$ cat src/rtl/circle_octant_if.sv
// Command/status bundle between a draw requester and the circle octant engine.
// The engine side takes the slave modport; the requester side takes master.
interface circle_octant_if #(
  parameter int XW = 8,
  parameter int YW = 7,
  parameter int RW = 7,
  parameter int CW = 3
);
  logic          start;
  logic          clear;
  logic [XW-1:0] centre_x;
  logic [YW-1:0] centre_y;
  logic [RW-1:0] radius;
  logic [CW-1:0] colour;
  logic          busy;
  logic          done;
  logic          plot;
  logic [XW-1:0] vga_x;
  logic [YW-1:0] vga_y;
  logic [CW-1:0] vga_colour;

  modport master (
    output start, clear, centre_x, centre_y, radius, colour,
    input  busy, done, plot, vga_x, vga_y, vga_colour
  );

  modport slave (
    input  start, clear, centre_x, centre_y, radius, colour,
    output busy, done, plot, vga_x, vga_y, vga_colour
  );
endinterface

$ cat src/rtl/circle_octant_engine.sv
// Midpoint-circle draw engine: optional raster clear, then one pixel write
// per cycle over all eight octants, with off-screen points suppressed.
module circle_octant_engine #(
  parameter int XW       = 8,
  parameter int YW       = 7,
  parameter int RW       = 7,
  parameter int CW       = 3,
  parameter int X_MAX    = 159,
  parameter int Y_MAX    = 119,
  parameter int CLEAR_EN = 1
) (
  input  logic            i_clk,
  input  logic            i_reset,
  circle_octant_if.slave  bus
);

  localparam int MW  = (XW > YW) ? XW : YW;
  localparam int SW  = ((MW > RW) ? MW : RW) + 2;
  localparam int CRW = RW + 3;

  localparam logic [2:0] ST_IDLE  = 3'd0;
  localparam logic [2:0] ST_CLEAR = 3'd1;
  localparam logic [2:0] ST_INIT  = 3'd2;
  localparam logic [2:0] ST_OCT   = 3'd3;
  localparam logic [2:0] ST_STEP  = 3'd4;
  localparam logic [2:0] ST_DONE  = 3'd5;

  localparam logic signed [SW-1:0]  S_ZERO     = {SW{1'b0}};
  localparam logic signed [SW-1:0]  S_ONE      = {{(SW-1){1'b0}}, 1'b1};
  localparam logic signed [SW-1:0]  S_XMAX     = SW'(X_MAX);
  localparam logic signed [SW-1:0]  S_YMAX     = SW'(Y_MAX);
  localparam logic signed [CRW-1:0] CRIT_ONE   = {{(CRW-1){1'b0}}, 1'b1};
  localparam logic [XW-1:0]         CLR_X_LAST = XW'(X_MAX);
  localparam logic [YW-1:0]         CLR_Y_LAST = YW'(Y_MAX);

  logic [2:0]            r_state;
  logic [XW-1:0]         r_cx;
  logic [YW-1:0]         r_cy;
  logic [RW-1:0]         r_rad;
  logic [CW-1:0]         r_col;
  logic [RW-1:0]         r_ox;
  logic [RW-1:0]         r_oy;
  logic signed [CRW-1:0] r_crit;
  logic [2:0]            r_k;
  logic [XW-1:0]         r_clr_x;
  logic [YW-1:0]         r_clr_y;
  logic                  r_busy;
  logic                  r_done;
  logic                  r_plot;
  logic [XW-1:0]         r_vga_x;
  logic [YW-1:0]         r_vga_y;
  logic [CW-1:0]         r_vga_col;

  logic signed [SW-1:0]  w_cxs, w_cys, w_oxs, w_oys;
  logic signed [SW-1:0]  w_dx, w_dy, w_px, w_py;
  logic                  w_vis;
  logic signed [SW-1:0]  w_oy1, w_ox_dec, w_ox_next, w_delta;
  logic                  w_crit_pos;
  logic signed [CRW-1:0] w_crit_next;
  logic signed [CRW-1:0] w_rad_c;

  // All arithmetic is done signed and two bits wider than any operand so it never wraps.
  assign w_cxs = $signed({{(SW-XW){1'b0}}, r_cx});
  assign w_cys = $signed({{(SW-YW){1'b0}}, r_cy});
  assign w_oxs = $signed({{(SW-RW){1'b0}}, r_ox});
  assign w_oys = $signed({{(SW-RW){1'b0}}, r_oy});
  assign w_rad_c = $signed({{(CRW-RW){1'b0}}, r_rad});

  // Octant offset selection for point k.
  always_comb begin
    w_dx = S_ZERO;
    w_dy = S_ZERO;
    case (r_k)
      3'd0: begin w_dx = w_oxs;          w_dy = w_oys;          end
      3'd1: begin w_dx = w_oys;          w_dy = w_oxs;          end
      3'd2: begin w_dx = S_ZERO - w_oys; w_dy = w_oxs;          end
      3'd3: begin w_dx = S_ZERO - w_oxs; w_dy = w_oys;          end
      3'd4: begin w_dx = S_ZERO - w_oxs; w_dy = S_ZERO - w_oys; end
      3'd5: begin w_dx = S_ZERO - w_oys; w_dy = S_ZERO - w_oxs; end
      3'd6: begin w_dx = w_oys;          w_dy = S_ZERO - w_oxs; end
      3'd7: begin w_dx = w_oxs;          w_dy = S_ZERO - w_oys; end
      default: begin w_dx = S_ZERO;      w_dy = S_ZERO;         end
    endcase
  end

  assign w_px  = w_cxs + w_dx;
  assign w_py  = w_cys + w_dy;
  assign w_vis = (w_px >= S_ZERO) && (w_px <= S_XMAX) &&
                 (w_py >= S_ZERO) && (w_py <= S_YMAX);

  // ox can go to -1 for radius 0, so the loop-exit compare must stay signed.
  assign w_oy1       = w_oys + S_ONE;
  assign w_ox_dec    = w_oxs - S_ONE;
  assign w_crit_pos  = (r_crit > $signed({CRW{1'b0}}));
  assign w_ox_next   = w_crit_pos ? w_ox_dec : w_oxs;
  assign w_delta     = w_crit_pos ? (w_oy1 - w_ox_dec) : w_oy1;
  assign w_crit_next = r_crit + CRW'(w_delta) + CRW'(w_delta) + CRIT_ONE;

  // Control FSM with registered pixel and status outputs.
  always_ff @(posedge i_clk) begin
    if (i_reset) begin
      r_state   <= ST_IDLE;
      r_cx      <= '0;
      r_cy      <= '0;
      r_rad     <= '0;
      r_col     <= '0;
      r_ox      <= '0;
      r_oy      <= '0;
      r_crit    <= '0;
      r_k       <= 3'd0;
      r_clr_x   <= '0;
      r_clr_y   <= '0;
      r_busy    <= 1'b0;
      r_done    <= 1'b0;
      r_plot    <= 1'b0;
      r_vga_x   <= '0;
      r_vga_y   <= '0;
      r_vga_col <= '0;
    end else begin
      case (r_state)
        ST_IDLE: begin
          r_plot <= 1'b0;
          r_done <= 1'b0;
          if (bus.start) begin
            r_cx    <= bus.centre_x;
            r_cy    <= bus.centre_y;
            r_rad   <= bus.radius;
            r_col   <= bus.colour;
            r_clr_x <= '0;
            r_clr_y <= '0;
            r_busy  <= 1'b1;
            r_state <= (bus.clear && (CLEAR_EN != 0)) ? ST_CLEAR : ST_INIT;
          end else begin
            r_busy  <= 1'b0;
          end
        end
        ST_CLEAR: begin
          r_plot    <= 1'b1;
          r_vga_x   <= r_clr_x;
          r_vga_y   <= r_clr_y;
          r_vga_col <= '0;
          if (r_clr_x == CLR_X_LAST) begin
            r_clr_x <= '0;
            if (r_clr_y == CLR_Y_LAST) begin
              r_state <= ST_INIT;
            end else begin
              r_clr_y <= r_clr_y + {{(YW-1){1'b0}}, 1'b1};
            end
          end else begin
            r_clr_x <= r_clr_x + {{(XW-1){1'b0}}, 1'b1};
          end
        end
        ST_INIT: begin
          r_plot  <= 1'b0;
          r_ox    <= r_rad;
          r_oy    <= '0;
          r_crit  <= CRIT_ONE - w_rad_c;
          r_k     <= 3'd0;
          r_state <= ST_OCT;
        end
        ST_OCT: begin
          r_plot <= w_vis;
          if (w_vis) begin
            r_vga_x   <= w_px[XW-1:0];
            r_vga_y   <= w_py[YW-1:0];
            r_vga_col <= r_col;
          end else begin
            r_vga_col <= r_vga_col;
          end
          r_k <= r_k + 3'd1;
          if (r_k == 3'd7) begin
            r_state <= ST_STEP;
          end else begin
            r_state <= ST_OCT;
          end
        end
        ST_STEP: begin
          r_plot <= 1'b0;
          r_oy   <= w_oy1[RW-1:0];
          r_ox   <= w_ox_next[RW-1:0];
          r_crit <= w_crit_next;
          r_k    <= 3'd0;
          if (w_oy1 <= w_ox_next) begin
            r_state <= ST_OCT;
          end else begin
            r_state <= ST_DONE;
            r_busy  <= 1'b0;
            r_done  <= 1'b1;
          end
        end
        ST_DONE: begin
          r_plot <= 1'b0;
          if (!bus.start) begin
            r_state <= ST_IDLE;
            r_done  <= 1'b0;
          end else begin
            r_done  <= 1'b1;
          end
        end
        default: begin
          r_state <= ST_IDLE;
          r_busy  <= 1'b0;
          r_done  <= 1'b0;
          r_plot  <= 1'b0;
        end
      endcase
    end
  end

  assign bus.busy       = r_busy;
  assign bus.done       = r_done;
  assign bus.plot       = r_plot;
  assign bus.vga_x      = r_vga_x;
  assign bus.vga_y      = r_vga_y;
  assign bus.vga_colour = r_vga_col;

endmodule

$ cat src/flat_wrapper.sv
// flat-port wrapper written by rule: the top's interface ports become plain ports
module circle_octant_engine_flat 
#(
  parameter int XW       = 8,
  parameter int YW       = 7,
  parameter int RW       = 7,
  parameter int CW       = 3,
  parameter int X_MAX    = 159,
  parameter int Y_MAX    = 119,
  parameter int CLEAR_EN = 1
)
  (i_clk, i_reset, bus_start, bus_clear, bus_centre_x, bus_centre_y, bus_radius, bus_colour, bus_busy, bus_done, bus_plot, bus_vga_x, bus_vga_y, bus_vga_colour);
  circle_octant_if #(.XW(XW), .YW(YW), .RW(RW), .CW(CW)) bus_i ();
  input  logic i_clk;
  input  logic i_reset;
  input wire logic [$bits(bus_i.start)-1:0] bus_start;
  input wire logic [$bits(bus_i.clear)-1:0] bus_clear;
  input wire logic [$bits(bus_i.centre_x)-1:0] bus_centre_x;
  input wire logic [$bits(bus_i.centre_y)-1:0] bus_centre_y;
  input wire logic [$bits(bus_i.radius)-1:0] bus_radius;
  input wire logic [$bits(bus_i.colour)-1:0] bus_colour;
  output wire logic [$bits(bus_i.busy)-1:0] bus_busy;
  output wire logic [$bits(bus_i.done)-1:0] bus_done;
  output wire logic [$bits(bus_i.plot)-1:0] bus_plot;
  output wire logic [$bits(bus_i.vga_x)-1:0] bus_vga_x;
  output wire logic [$bits(bus_i.vga_y)-1:0] bus_vga_y;
  output wire logic [$bits(bus_i.vga_colour)-1:0] bus_vga_colour;
  assign bus_i.start = bus_start;
  assign bus_i.clear = bus_clear;
  assign bus_i.centre_x = bus_centre_x;
  assign bus_i.centre_y = bus_centre_y;
  assign bus_i.radius = bus_radius;
  assign bus_i.colour = bus_colour;
  assign bus_busy = bus_i.busy;
  assign bus_done = bus_i.done;
  assign bus_plot = bus_i.plot;
  assign bus_vga_x = bus_i.vga_x;
  assign bus_vga_y = bus_i.vga_y;
  assign bus_vga_colour = bus_i.vga_colour;
  circle_octant_engine #(.XW(XW), .YW(YW), .RW(RW), .CW(CW), .X_MAX(X_MAX), .Y_MAX(Y_MAX), .CLEAR_EN(CLEAR_EN)) u_core (.i_clk(i_clk), .i_reset(i_reset), .bus(bus_i));
endmodule
$ cat config.mk
export PLATFORM = sky130hd
export DESIGN_NAME = circle_octant_engine_flat
export DESIGN_NICKNAME = d
export VERILOG_FILES = /design/src/rtl/circle_octant_if.sv /design/src/rtl/circle_octant_engine.sv /design/src/flat_wrapper.sv
export SDC_FILE = /design/constraint.sdc
export NUM_CORES = 1
export LEC_CHECK = 0
export ABC_AREA = 0
export CAP_MARGIN = 25
export CORE_ASPECT_RATIO = 0.5
export CORE_MARGIN = 4
export CORE_UTILIZATION = 55
export CTS_BUF_LIST = sky130_fd_sc_hd__clkbuf_16
export DETAILED_ROUTE_END_ITERATION = 7
export GPL_ROUTABILITY_DRIVEN = 0
export PLACE_DENSITY = 0.76
export SYNTH_ARGS = -nofsm -noshare
export SYNTH_HDL_FRONTEND = slang
export SYNTH_SLANG_ARGS = --single-unit
export TNS_END_PERCENT = 10
$ cat constraint.sdc
create_clock -name i_clk -period 11.6 [get_ports i_clk]
set_input_delay 3.48 -clock i_clk [delete_from_list [all_inputs] [get_ports i_clk]]
set_output_delay 3.48 -clock i_clk [all_outputs]
set_load 0.005 [all_outputs]
# == After elaboration in Yosys (flattened, before gate mapping) ==
# Index checks and enable logic that the tools add are counted.
# totals
elab_cells,122
input_bits,29
out_inout_bits,21
reg_bits,91
# classes
n_eq_ne,21
muxes,35
add_sub_neg,14
n_reduce_logical,27
n_lt_le_gt_ge,6
n_bitwise,2
# ops
cell,n
one-hot mux 10 bit (4 select lines),2
one-hot mux 7 bit (2 select lines),4
one-hot mux 8 bit (2 select lines),2
2-to-1 mux 7 bit,4
2-to-1 mux 8 bit,3
"subtractor 1 x 7 -> 8 bit, first input constant",3
2-to-1 mux 3 bit,7
adder 10 bit,2
">= comparator 10 x 1 -> 1 bit, second input constant",2
2-to-1 mux 10 bit,2
one-hot mux 10 bit (2 select lines),1
"== test 3 bit, second input constant",6
one-hot mux 3 bit (6 select lines),1
OR reduction 2 bit,9
"== test 3 x 2 -> 1 bit, second input constant",4
one-hot mux 3 bit (2 select lines),2
"adder 10 x 2 -> 10 bit, second input constant",1
adder 8 x 10 -> 10 bit,1
adder 9 x 10 -> 10 bit,1
"greater-than comparator 10 x 1 -> 1 bit, second input constant",1
<= comparator 10 bit,1
"<= comparator 10 x 8 -> 1 bit, second input constant",1
"<= comparator 10 x 9 -> 1 bit, second input constant",1
AND reduction 2 bit,5
other kinds (22),39

# == Longest topological paths before layout ==
# Gate-level depths: netlist of run 1.
# logic_depth
depth_word,10
mapped_depth,17
depth_no_buf,16

# == Least setup slack after synthesis of run 1 ==
# No wires, ideal clock.
# synth_path
path_type,input to register
start,in bus_start
end,reg u_core.r_clr_y[5]
slack_ps,6826
n_path_buf,1
path_stages,7
t_required_ps,11468
t_arrival_ps,4642
setup_ps,132
path_cell_list,clkbuf_1 -> o21a_1 -> and2_1 -> o21ai_0 -> nor3_1 -> xnor2_1 -> nor3_1
# synth_via
elab_chain_len,2
# synth_rtl
element,line_no,source
start: declaration,flat_wrapper.sv:16,input wire logic [$bits(bus_i.start)-1:0] bus_start;
inequality test 2 bit (no source line),n/a,
AND reduction 4 bit (no source line),n/a,
end signal: assignment,circle_octant_engine.sv:147,"r_clr_y <= r_clr_y + {{(YW-1){1'b0}}, 1'b1};"
end: declaration,circle_octant_engine.sv:46,logic [YW-1:0] r_clr_y;
# Every way passes these cells.
# A chain may end at the register's enable or synchronous reset.

# == Final worst setup path of run 1 ==
# Same ends and word-level chain as after synthesis.

==> flow_metrics.py, run 1 <==
metrics = {
    "grt": {
        "grt_pass1_vias": 5860,
        "grt_usage_pct": 25.47,
        "grt_first_pass_wirelength_um": 29180,
        "antenna_found_initial": 0,
        "grt_max_degree": 88,
        "overflow": 0,
    },
    "status": {
        "status": "finished, final reports clean",
    },
    "routing": {
        "dr.pass1.iters": 5,
        "wl_met1_um": 7974,
        "highest_layer": "met4",
        "viasPerCell": 6.029,
        "drt-total-wl_um": 17190,
        "ant_nets": 0,
        "vias": 6180,
        "first_iter_violations": 526,
        "wire_per_inst_um": 16.77,
        "wl_met2_um": 7966,
        "wl_met3_um": 979,
        "drc": 0,
    },
    "cts": {
        "clk_pin_slew_ns": 0.07,
        "clock_latency_ns": 0.35,
        "cts_resized": 0,
        "cts_setup_buffers": 0,
        "cts_max_path_buffers": 2,
        "numCtsBuffers": 9,
        "cts-hold-fix-buffers": 0,
        "htree_levels": 3,
        "cts_tree": "done",
        "clkSinkCount": 91,
        "ctsRootBufferMaster": "clkbuf_16",
    },
    "die": {
        "core-area_mm2": 0.01135,
        "die_area_mm2": 0.01395,
        "ioPinCount": 50,
        "core.rowCount": 27,
        "start_util_pct": 58.28,
        "dieWidth_um": 163.1,
        "die_h_um": 85.55,
    },
    "critical_path": {
        "critical_path.max_fanout": 8,
        "critPathRequiredTime_ns": 11.80,
        "endpoint_kind": "register",
        "worstPathArrival_ns": 5.20,
        "r2r-start": "u_core.r_k[0]$_SDFFE_PP0P_",
        "r2r_setup_slack_ns": 6.71,
        "crit_type": "in -> reg",
        "r2r_cells": 16,
        "start_kind": "input port",
        "timing.rr.end": "u_core.bus.vga_y[6]$_SDFFE_PP0P_",
    },
    "logic_synthesis": {
        "ys_seq_area_share_pct": 27.54,
        "synth_nets": 928,
        "yosys-top-cells-area": "dfxtp_1, ha_1, a21oi_1",
        "yosysTopAreaCell": "dfxtp_1",
        "synth.distinct_cells": 65,
        "synth_ff_type": "dfxtp_1",
        "synth_top_area_share_pct": 27.54,
        "synth_edf_count": 0,
        "yosysMostFrequentCell": "nor2_1",
        "avgSynthCellArea_um2": 7.847,
        "synth_seq_cells": 91,
        "synth_commonest_cells": "nor2_1, nand2_1, dfxtp_1",
        "yosysWarningCount": 0,
        "netlist_area_mm2": 0.006615,
        "synthCells": 843,
        "async_reset_ff_share_pct": 0,
    },
    "timing": {
        "worst_slew_pin_slew_ns": 1.010,
        "hold_viol": 0,
        "whs_ns": 0.4660,
        "relSlewSlack_pct": 32.43,
        "finalSetupTns_ns": 0,
        "finalCriticalPeriod_ns": 5.005,
        "finalWorstSetupSlack_ns": 6.595,
        "fmax_mhz": 199.8,
        "drv_slew": 0,
        "worst_clock_skew_ns": 0.009717,
        "fin_crit_sh_pct": 43.15,
        "setup_viol": 0,
        "rsz0062_at_grt": "no",
    },
    "pwr": {
        "vdd_drop_max_v": 0.00006289,
        "leakage_nw": 3.096,
        "powerDensity_mw_per_mm2": 130.0,
    },
    "hold_path": {
        "hold_path_depth": 2,
        "min_from": "u_core.r_cy[3]$_SDFFE_PP0P_",
        "hold_end": "u_core.r_cy[3]$_SDFFE_PP0P_",
        "hp-class": "reg -> reg",
    },
    "place": {
        "port_buffers": 49,
        "place_hpwl_um": 12600,
        "post-place-ws_ns": 6.224,
        "postPlaceCellArea_mm2": 0.007177,
    },
    "cells_and_area": {
        "nFillCells": 1020,
        "layout.nets": 948,
        "areaGrowthSynthToFinish_pct": 12.82,
        "final_util_pct": 65.75,
        "drive_gt1_share_pct": 6.236,
        "fin_area_mm2": 0.007463,
        "n_antenna_cell": 0,
    },
    "flow_run": {
        "drv_cap": 0,
    },
}
## metal layers
layer,global-route usage [%],up-vias
li1,-,3056
met1,34.79,2934
met2,42.44,167
met3,4.513,23
met4,5.784,0
met5,0,-
## how the worst max path moves through the flow
stage                               startpoint                                to  slack (ns)
floorplan                            bus_start    u_core.r_clr_y[5]$_SDFFE_PP0P_        6.83
global placement                     bus_start      u_core.bus.busy$_SDFFE_PP0P_        6.22
detailed placement                   bus_start    u_core.r_clr_y[5]$_SDFFE_PP0P_        6.22
CTS                                  bus_start    u_core.r_clr_y[5]$_SDFFE_PP0P_        6.60
global route        u_core.r_k[0]$_SDFFE_PP0P_  u_core.bus.vga_y[6]$_SDFFE_PP0P_        6.25
finish                               bus_start    u_core.r_clr_y[5]$_SDFFE_PP0P_        6.59
## per-stage QoR
step,power (mW),std cells
2_1_floorplan,0.5987,843
3_3_place_gp,0.6697,1009
3_5_place_dp,0.6815,1010
4_1_cts,0.9706,1024
5_1_grt,1.034,1025
6_report,0.9702,1025
## final cells by class
cell class	instances	area (um2)	share of cell area, %
multi-input combinational	678	4506	60.37
timing repair buffer	55	550.5	7.376
sequential	91	1822	24.41
clock inverter	5	56.30	0.7544
tap	159	198.9	2.666
clock buffer	9	225.2	3.018
inverter	28	105.1	1.408
## power breakdown
part / leakage [nW] / internal (mW) / switching, mW
logic: 2.22 / 0.135 / 0.195
clock network: 0.139 / 0.164 / 0.125
registers: 0.739 / 0.330 / 0.0208
## kinds of logic after synthesis
family | Yosys count | synth area share [%]
muxes | 31 | 5.410
xor gates and xnor gates | 50 | 6.620
DFF | 91 | 27.54
buffers and inverters | 74 | 4.464
and+or+nand+nor | 308 | 21.75
AOI/OAI and AO/OA | 233 | 23.17
adders and majority gates | 56 | 11.05
## layout by cell type, fill, tap and decap left out, types with 4 or more instances in the layout
cell type / instances
dfxtp_1: 91
clkdlybuf4s50_1: 48
mux2i_1: 11
nor2_1: 100
mux2_2: 14
nand2b_1: 4
nand4_1: 4
nand2_1: 95
and3_1: 9
ha_1: 52
nor3_1: 26
a21oi_1: 83
o21bai_1: 5
a22oi_1: 15
a221oi_1: 7
a211oi_1: 19
o21a_1: 7
nand3_1: 16
fa_1: 4
nor2b_1: 24
buf_4: 5
xor2_1: 20
a21o_1: 16
a222oi_1: 4
a31oi_1: 5
xnor2_1: 30
clkbuf_16: 9
o21ai_0: 35
mux2_4: 6
and2_1: 6
a311oi_1: 7
inv_1: 28
nor3b_1: 6
## registers in the layout (all words and copies together), names as in the netlist
signal,count
u_core.r_cy,7
u_core.bus.vga_x,8
u_core.r_ox,7
u_core.bus.busy,1
u_core.r_rad,7
u_core.r_state,3
u_core.bus.vga_colour,3
u_core.r_clr_y,7
u_core.r_crit,10
u_core.r_k,3
u_core.bus.vga_y,7
u_core.r_col,3
u_core.r_clr_x,8
u_core.bus.plot,1
u_core.bus.done,1
u_core.r_cx,8
u_core.r_oy,7
## critical path, stage by stage
cell and delay, ns:
clkdlybuf4s50_1 0.59, o21a_1 0.27, and2_1 0.19, o21ai_0 0.20, nor3_1 0.28, xnor2_1 0.14
nor3_1 0.06
Note: power is estimated with default switching activity, not from simulation.
==> run 2, diff against run 1 <==
==> constraint.sdc (replaced) <==
create_clock -name i_clk -period 5.1 [get_ports i_clk]
set_input_delay 1.53 -clock i_clk [delete_from_list [all_inputs] [get_ports i_clk]]
set_output_delay 1.53 -clock i_clk [all_outputs]
set_load 0.005 [all_outputs]
==> flow_metrics.py, run 2 (same netlist as run 1, synthesis figures left out) <==
metrics = {
    "timing": {
        "drv_slew": 0,
        "fin_crit_sh_pct": 91.23,
        "fmax_mhz": 214.9,
        "worst_slew_pin_slew_ns": 0.9463,
        "worst_clock_skew_ns": 0.008280,
        "relSlewSlack_pct": 36.76,
        "rsz0062_at_grt": "no",
        "setup_viol": 0,
        "hold_viol": 0,
        "finalSetupTns_ns": 0,
        "finalCriticalPeriod_ns": 4.653,
    },
    "cells_and_area": {
        "layout.nets": 952,
        "n_antenna_cell": 0,
        "multi_input_area_mm2": 0.004506,
        "final_cell_mix": "nor2_1, nand2_1, dfxtp_1",
        "regMostFlops": "u_core.r_crit",
        "final_common_cell": "nor2_1",
        "largest_register_ffs": 10,
        "regArea_mm2": 0.001822,
        "drive_gt1_share_pct": 6.766,
        "areaGrowthSynthToFinish_pct": 13.07,
        "nFillCells": 1058,
        "fin_area_mm2": 0.007480,
    },
    "routing": {
        "ant_nets": 0,
        "vias": 6248,
        "wire_per_inst_um": 17.15,
        "dr.pass1.iters": 8,
        "first_iter_violations": 557,
        "drc": 7,
        "viasPerCell": 6.060,
        "drt-total-wl_um": 17680,
    },
    "critical_path": {
        "cp_slowest_cell": "a31oi_4",
        "r2r_cells": 13,
        "critical_path.max_fanout": 19,
        "r2r-start": "u_core.r_k[2]$_SDFFE_PP0P_",
        "start_kind": "register",
        "crit_family": "compound AO/OA/AOI/OAI gates",
        "critical_path.max_stage_delay_ns": 0.65,
        "r2r_setup_slack_ns": 0.45,
        "critical_path_buf_inv_count": 1,
        "cp_cell_sequence": "inv_1 -> ha_1 -> or3_1 -> nand2b_1 -> a31oi_1 -> ha_1 -> a211oi_1 -> o21ai_0 -> a211oi_1 -> and4_1 -> a211oi_2 -> a31oi_4 -> mux2_2",
        "critPathRequiredTime_ns": 5.34,
        "endpoint_kind": "register",
        "worstPathArrival_ns": 4.89,
        "crit_type": "reg -> reg",
        "timing.rr.end": "u_core.bus.vga_x[4]$_SDFFE_PP0P_",
    },
    "pwr": {
        "vdd_drop_max_v": 0.0001746,
        "powerDensity_mw_per_mm2": 291.2,
        "p_comb_share_pct": 35.0,
        "clkPwrFrac_pct": 28.5,
        "switching_share_pct": 36.23,
        "p_sw_uw": 789.2,
        "pwr-share-seq_pct": 36.5,
        "p_int_mw": 1.389,
        "leakage_nw": 3.110,
    },
    "hold_path": {
        "hold_end": "u_core.r_cy[2]$_SDFFE_PP0P_",
        "hp-class": "reg -> reg",
        "hold_path_depth": 2,
        "min_from": "u_core.r_cy[2]$_SDFFE_PP0P_",
    },
    "grt": {
        "overflow": 0,
        "grtUsageMet3_pct": 5.041,
        "top_usage_layer": "met2",
        "grt_usage_pct": 25.75,
        "grt_first_pass_wirelength_um": 29500,
        "antenna_found_initial": 0,
        "grtUsageMet2_pct": 42.26,
        "grt_max_degree": 70,
        "grt_pass1_vias": 5957,
        "use_met1_pct": 35.39,
    },
    "cts": {
        "clkSinkCount": 91,
        "cts_max_path_buffers": 2,
        "numCtsBuffers": 9,
        "clk_pin_slew_ns": 0.07,
        "cts_tree": "done",
        "clock_latency_ns": 0.35,
        "cts_setup_buffers": 0,
        "cts_resized": 0,
        "htree_levels": 3,
        "ctsRootBufferMaster": "clkbuf_16",
        "cts-hold-fix-buffers": 0,
    },
    "die": {
        "core.rowCount": 27,
        "die_area_mm2": 0.01395,
        "die_h_um": 85.55,
        "start_util_pct": 58.28,
        "dieWidth_um": 163.1,
        "ioPinCount": 50,
        "core-area_mm2": 0.01135,
    },
    "place": {
        "postPlaceCellArea_mm2": 0.007207,
        "port_buffers": 49,
        "place_hpwl_um": 12890,
    },
    "status": {
        "status": "finished, violations left",
        "violations": "DRC",
    },
    "flow_run": {
        "drv_cap": 0,
    },
}
## run 2: cell count changes in the layout (fill, tap and decap cells not counted), sizes merged
cell and delta:
inv +2, clkinvlp +1, bufinv -1, buf +4
## run 2: per-stage QoR
stage	setup WS [ns]	total power, mW	cells	utilization (%)	hold WS, ns
2_1_floorplan	1.132	1.362	843	-	0.4357
3_3_place_gp	0.7010	1.531	1013	63.25	0.4549
3_5_place_dp	0.5626	1.552	1014	63.49	0.4587
4_1_cts	0.5383	2.178	1030	65.85	0.4692
5_1_grt	0.09548	2.317	1031	65.90	0.4930
6_report	0.4471	2.178	1031	65.90	0.4670
## run 2: routing by layer
layer	vias up	wire length, um
li1	3050	-
met2	232	8082
met4	0	288
met5	-	0
met1	2926	8190
met3	40	1121
## run 2: how the worst max path moves through the flow
stage,depth (start not counted),startpoint,end,slack (ns)
CTS,16,u_core.r_k[0]$_SDFFE_PP0P_,u_core.bus.vga_x[4]$_SDFFE_PP0P_,0.54
global route,14,u_core.r_k[0]$_SDFFE_PP0P_,u_core.bus.vga_x[4]$_SDFFE_PP0P_,0.1
floorplan,15,u_core.r_k[0]$_SDFFE_PP0P_,u_core.bus.vga_x[0]$_SDFFE_PP0P_,1.13
global placement,13,u_core.r_k[0]$_SDFFE_PP0P_,u_core.bus.vga_x[3]$_SDFFE_PP0P_,0.70
detailed placement,16,u_core.r_k[0]$_SDFFE_PP0P_,u_core.bus.vga_x[4]$_SDFFE_PP0P_,0.56
finish,13,u_core.r_k[2]$_SDFFE_PP0P_,u_core.bus.vga_x[4]$_SDFFE_PP0P_,0.45
## run 2: worst reg2reg max path, cell delays in order, from the launching register on
cell and delay [ns]:
dfxtp_1 0.53, inv_1 0.16, ha_1 0.24, or3_1 0.41
nand2b_1 0.22, a31oi_1 0.34, ha_1 0.31, a211oi_1 0.37
o21ai_0 0.25, a211oi_1 0.33, and4_1 0.25, a211oi_2 0.07
a31oi_4 0.65, mux2_2 0.42
## run 2: cell type report
type / count / share of cell area, %
Sequential cell: 91 / 24.36
Timing Repair Buffer: 59 / 7.762
Multi-Input combinational cell: 678 / 60.24
Tap cell: 159 / 2.660
Clock inverter: 7 / 0.5688
Clock buffer: 9 / 3.011
Inverter: 28 / 1.405
## run 2: power by group through the flow
stage               Combinational [mW]  Clock, mW  Sequential (mW)
global placement                 0.722          0            0.809
detailed placement               0.743          0            0.809
global route                     0.851      0.666            0.800
finish                           0.763      0.621            0.795
CTS                              0.755      0.629            0.794
floorplan                        0.569          0            0.792
==> patch 1, RTL diff (config.mk and constraints of run 2) <==
`CLEAR_EN` is set to 1 in 2 places; all go to 0.
--- a/src/rtl/circle_octant_engine.sv
+++ b/src/rtl/circle_octant_engine.sv
@@ -8,5 +8,5 @@
   parameter int X_MAX    = 159,
   parameter int Y_MAX    = 119,
-  parameter int CLEAR_EN = 1
+  parameter int CLEAR_EN = 0
 ) (
   input  logic            i_clk,
--- a/src/flat_wrapper.sv
+++ b/src/flat_wrapper.sv
@@ -8,5 +8,5 @@
   parameter int X_MAX    = 159,
   parameter int Y_MAX    = 119,
-  parameter int CLEAR_EN = 1
+  parameter int CLEAR_EN = 0
 )
   (i_clk, i_reset, bus_start, bus_clear, bus_centre_x, bus_centre_y, bus_radius, bus_colour, bus_busy, bus_done, bus_plot, bus_vga_x, bus_vga_y, bus_vga_colour);
Behaviour: not the same (a bounded check fails within 4 cycles, from zero or initial values and one cycle with i_reset high).
==> patch 1 against run 2 <==
Via count increased by 11%. Count of clock-buffer cells in the layout unchanged. Area after synthesis increased by 2.3%. Power rose by 8.7%. Setup slack got worse by 0.092 ns. First-iteration DRC count increased by 8.6%. Synthesized cell count increased by 8.3%. Sequential cell count did not move. Clock skew increased by 0.0053 ns. Design area up 3.1%. Final cell count grew 7.3%. Wire length is 8.8% higher.
==> patch 1: results <==
power_and_ir_drop:
  p_int_mw: 1.48
  seqPwrFrac_pct: 34.8
  p_sw_mw: 0.892
  ir_drop_mv: 0.253
  power.leakage_nw: 3.00
logic_synthesis:
  yosysSeqAreaShare_pct: 26.9
  ys_warn_count: 0
  syn_inst: 913
  synth_common_cells: "139 x nand2_1, 95 x a21oi_1, 91 x dfxtp_1"
  yosys-top-cells-area: "dfxtp_1 27%, ha_1 9.6%, nand2_1 7.7%"
  ys_types: 69
global_routing:
  grt_max_degree: 53
  grt.total_usage_pct: 27.3
  grt_pass1_wl_um: 31700
  grt_pass1_vias: 6389
cells_and_area:
  filler_cell_count: 1051
  drive_gt1_share_pct: 6.06
  final_nets: 1021
sta:
  final.setup_skew_ns: 0.0136
  max_slew.worst_pin.slew_ns: 1.03
  fin_hold_ws_ns: 0.462
routing:
  totalWireLength_um: 19200
  wl_per_cell_um: 17.4
  drt_iter0_drc: 605
  dr.pass1.iters: 5
  vias: 6928
hold_path:
  hold_end: "u_core.r_rad[0]"
  hold_start: "u_core.r_rad[0]"
  hold-path-cell-count: 2
clock_tree:
  insertion_delay_ns: 0.35
  path_clk_slew_ns: 0.08
  cts_htree_levels: 3
outcome:
  outcome: "finished clean"
critical_path:
  crit_slowest_cell: "o41a_1"
  reg2reg_depth: 16
  r2r_start: "u_core.r_k[0]"
  cp.arrival_ns: 4.93
  reg2reg_to: "u_core.bus.vga_x[5]"
  cpPeakStageDelay_ns: 0.49
  crit_fanout: 13
placement:
  port_buffers: 48
  place_ws_ns: 0.204
  placed_cells: 1089
  place_area_um2: 7380
  dp_hpwl_um: 13900
-- patch 1: changes by cell type after synthesis, moves of 6 or more --
cell and delta:
a21o_1 -9, a21oi_1 +12, a311oi_1 +8, clkbuf_1 +10, mux2_2 -11, mux2_4 -6
nand2_1 +44, nor2_1 -11, nor2b_1 -19, nor3_1 +8, o21ai_0 +20, xnor2_1 -7
-- patch 1: logic make-up after synthesis --
kind of cell | count (synthesis) | synth area share (%)
simple gates | 354 | 24.1
mux | 10 | 1.53
flops | 91 | 26.9
buf+inv | 85 | 4.88
fa+ha+maj | 56 | 10.8
compound gates | 274 | 26.1
xor+xnor | 43 | 5.57
-- patch 1: per-layer routing --
| metal | vias up | track usage [%] | part of all wire [%] |
|---|---|---|---|
| met2 | 286 | 43.1 | 44 |
| met3 | 30 | 5.32 | 6.9 |
| li1 | 3350 | - | - |
| met5 | - | 0 | 0 |
| met4 | 0 | 7.77 | 1.8 |
| met1 | 3262 | 38.1 | 47 |
-- patch 1: how the worst max path moves through the flow --
| stage | to | slack (ns) |
|---|---|---|
| final | u_core.bus.vga_x[5] | 0.36 |
| after global routing | u_core.bus.vga_x[0] | -0.04 |
| after CTS | u_core.bus.vga_y[1] | 0.18 |
| after detailed placement | u_core.bus.vga_y[1] | 0.20 |
| after global placement | u_core.bus.vga_y[3] | 0.34 |
| after floorplan | u_core.bus.vga_colour[0] | 1.07 |
-- patch 1: final cells by class --
class / count / area, um2 / area share [%]
well taps: 165 / 206 / 2.68
repair buffers: 68 / 646 / 8.38
clock buffers: 9 / 225 / 2.92
clock inverters: 7 / 71.3 / 0.925
inverters: 29 / 109 / 1.41
multi-input cells: 737 / 4630 / 60.1
flip-flops and latches: 91 / 1820 / 23.6
-- patch 1: repair_timing --
action,CTS,global route
resized for setup,0,2
hold buffers,0,0
setup endpoints to repair,0,13
==> patch 2, RTL diff (settings of run 2) <==
Without the edit above. Remove the case item `3'd5` of the case on `r_k`.
--- a/src/rtl/circle_octant_engine.sv
+++ b/src/rtl/circle_octant_engine.sv
@@ -77,5 +77,4 @@
       3'd3: begin w_dx = S_ZERO - w_oxs; w_dy = w_oys;          end
       3'd4: begin w_dx = S_ZERO - w_oxs; w_dy = S_ZERO - w_oys; end
-      3'd5: begin w_dx = S_ZERO - w_oys; w_dy = S_ZERO - w_oxs; end
       3'd6: begin w_dx = w_oys;          w_dy = S_ZERO - w_oxs; end
       3'd7: begin w_dx = w_oxs;          w_dy = S_ZERO - w_oys; end
Check against the original RTL: not equivalent (a bounded check fails within 10 cycles, from zero or initial values and one cycle with i_reset high).
==> patch 2 against run 2 <==
First-iteration DRC count rose by 9.5%. Power rose by 4.4%. Clock power rose by 19%. Setup slack got worse by 0.041 ns. Area after synthesis rose by 2.4%. Design area rose by 1.9%. Sequential cell count did not move. Wire length rose by 5.9%.
==> patch 2: results <==
cells_and_area:
  final_nets: 985
  drive_gt1_share_pct: 5.31
  filler_cell_count: 1073
  largest_reg_flops: 10
logic_synthesis:
  synth_mux_area_share_pct: 0.924
  yosys-top-cells-area: "dfxtp_1 27%, ha_1 9.6%, nand2_1 6.6%"
  yosysSeqAreaShare_pct: 26.9
  synth_fa_ha_area_share_pct: 10.8
  synth_xor_area_share_pct: 5.43
  synth_nets: 972
  synth_compound_area_share_pct: 28.6
  ys_types: 72
  synth_common_cells: "120 x nand2_1, 91 x dfxtp_1, 88 x nor2_1"
power_and_ir_drop:
  power.leakage_nw: 3.01
  p_sw_share_pct: 34.2
  ir_drop_mv: 0.191
placement:
  place_ws_ns: 0.553
  dp_hpwl_um: 13600
clock_tree:
  path_clk_slew_ns: 0.07
  clockBufferDepth: 2
routing:
  vias: 6649
  dr.pass1.iters: 5
  wl_per_cell_um: 17.5
  drt_iter0_drc: 610
critical_path:
  regToRegSetupSlack_ns: 0.41
  crit_slowest_cell: "dfxtp_1"
  reg2reg_depth: 13
  cp.arrival_ns: 4.92
  crit_end: "u_core.bus.vga_x[7]"
  path_delay_family: "compound AO/OA/AOI/OAI gates"
  cpPeakStageDelay_ns: 0.67
sta:
  max_slew.worst_pin.slew_ns: 0.851
  fin_hold_ws_ns: 0.461
  min_period_over_period_pct: 92.0
  final.setup_skew_ns: 0.00921
global_routing:
  grt_max_degree: 55
  grt_use_met3_pct: 4.56
  grt.total_usage_pct: 26.5
  use_met2_pct: 43.3
  grt_pass1_wl_um: 30700
  grt_pass1_vias: 6234
  grtUsageMet1_pct: 36.6
hold_path:
  hp-class: "reg -> reg"
  hold_start: "u_core.r_col[2]"
  hold_end: "u_core.r_col[2]"
outcome:
  outcome: "finished clean"
==> patch 2: power by group through the flow <==
stage	registers [mW]	clock network [mW]	logic, mW
finish	0.819	0.736	0.719
global route	0.826	0.769	0.800
CTS	0.818	0.740	0.712
detailed placement	0.835	0	0.706
global placement	0.833	0	0.692
floorplan	0.812	0	0.523
==> patch 2: metrics by stage <==
| stage | area, um2 | power (mW) | cells |
|---|---|---|---|
| floorplan | 6770 | 1.34 | 887 |
| global placement | 7310 | 1.53 | 1054 |
| detailed placement | 7310 | 1.54 | 1054 |
| CTS | 7620 | 2.27 | 1069 |
| global route | 7620 | 2.39 | 1069 |
| finish | 7620 | 2.27 | 1069 |
==> patch 2: area by class of cell <==
class,instances,share of cell area [%]
repair buffers,59,7.36
inverters,30,1.48
flip-flops and latches,91,23.9
clock inverters,6,1.17
well taps,165,2.71
clock buffers,9,2.96
multi-input cells,709,60.4
==> patch 2: metal layers <==
metal	wire length, um	part of all wire (%)
met5	0	0
met4	354	1.9
met3	949	5.1
met2	8480	45
met1	8940	48
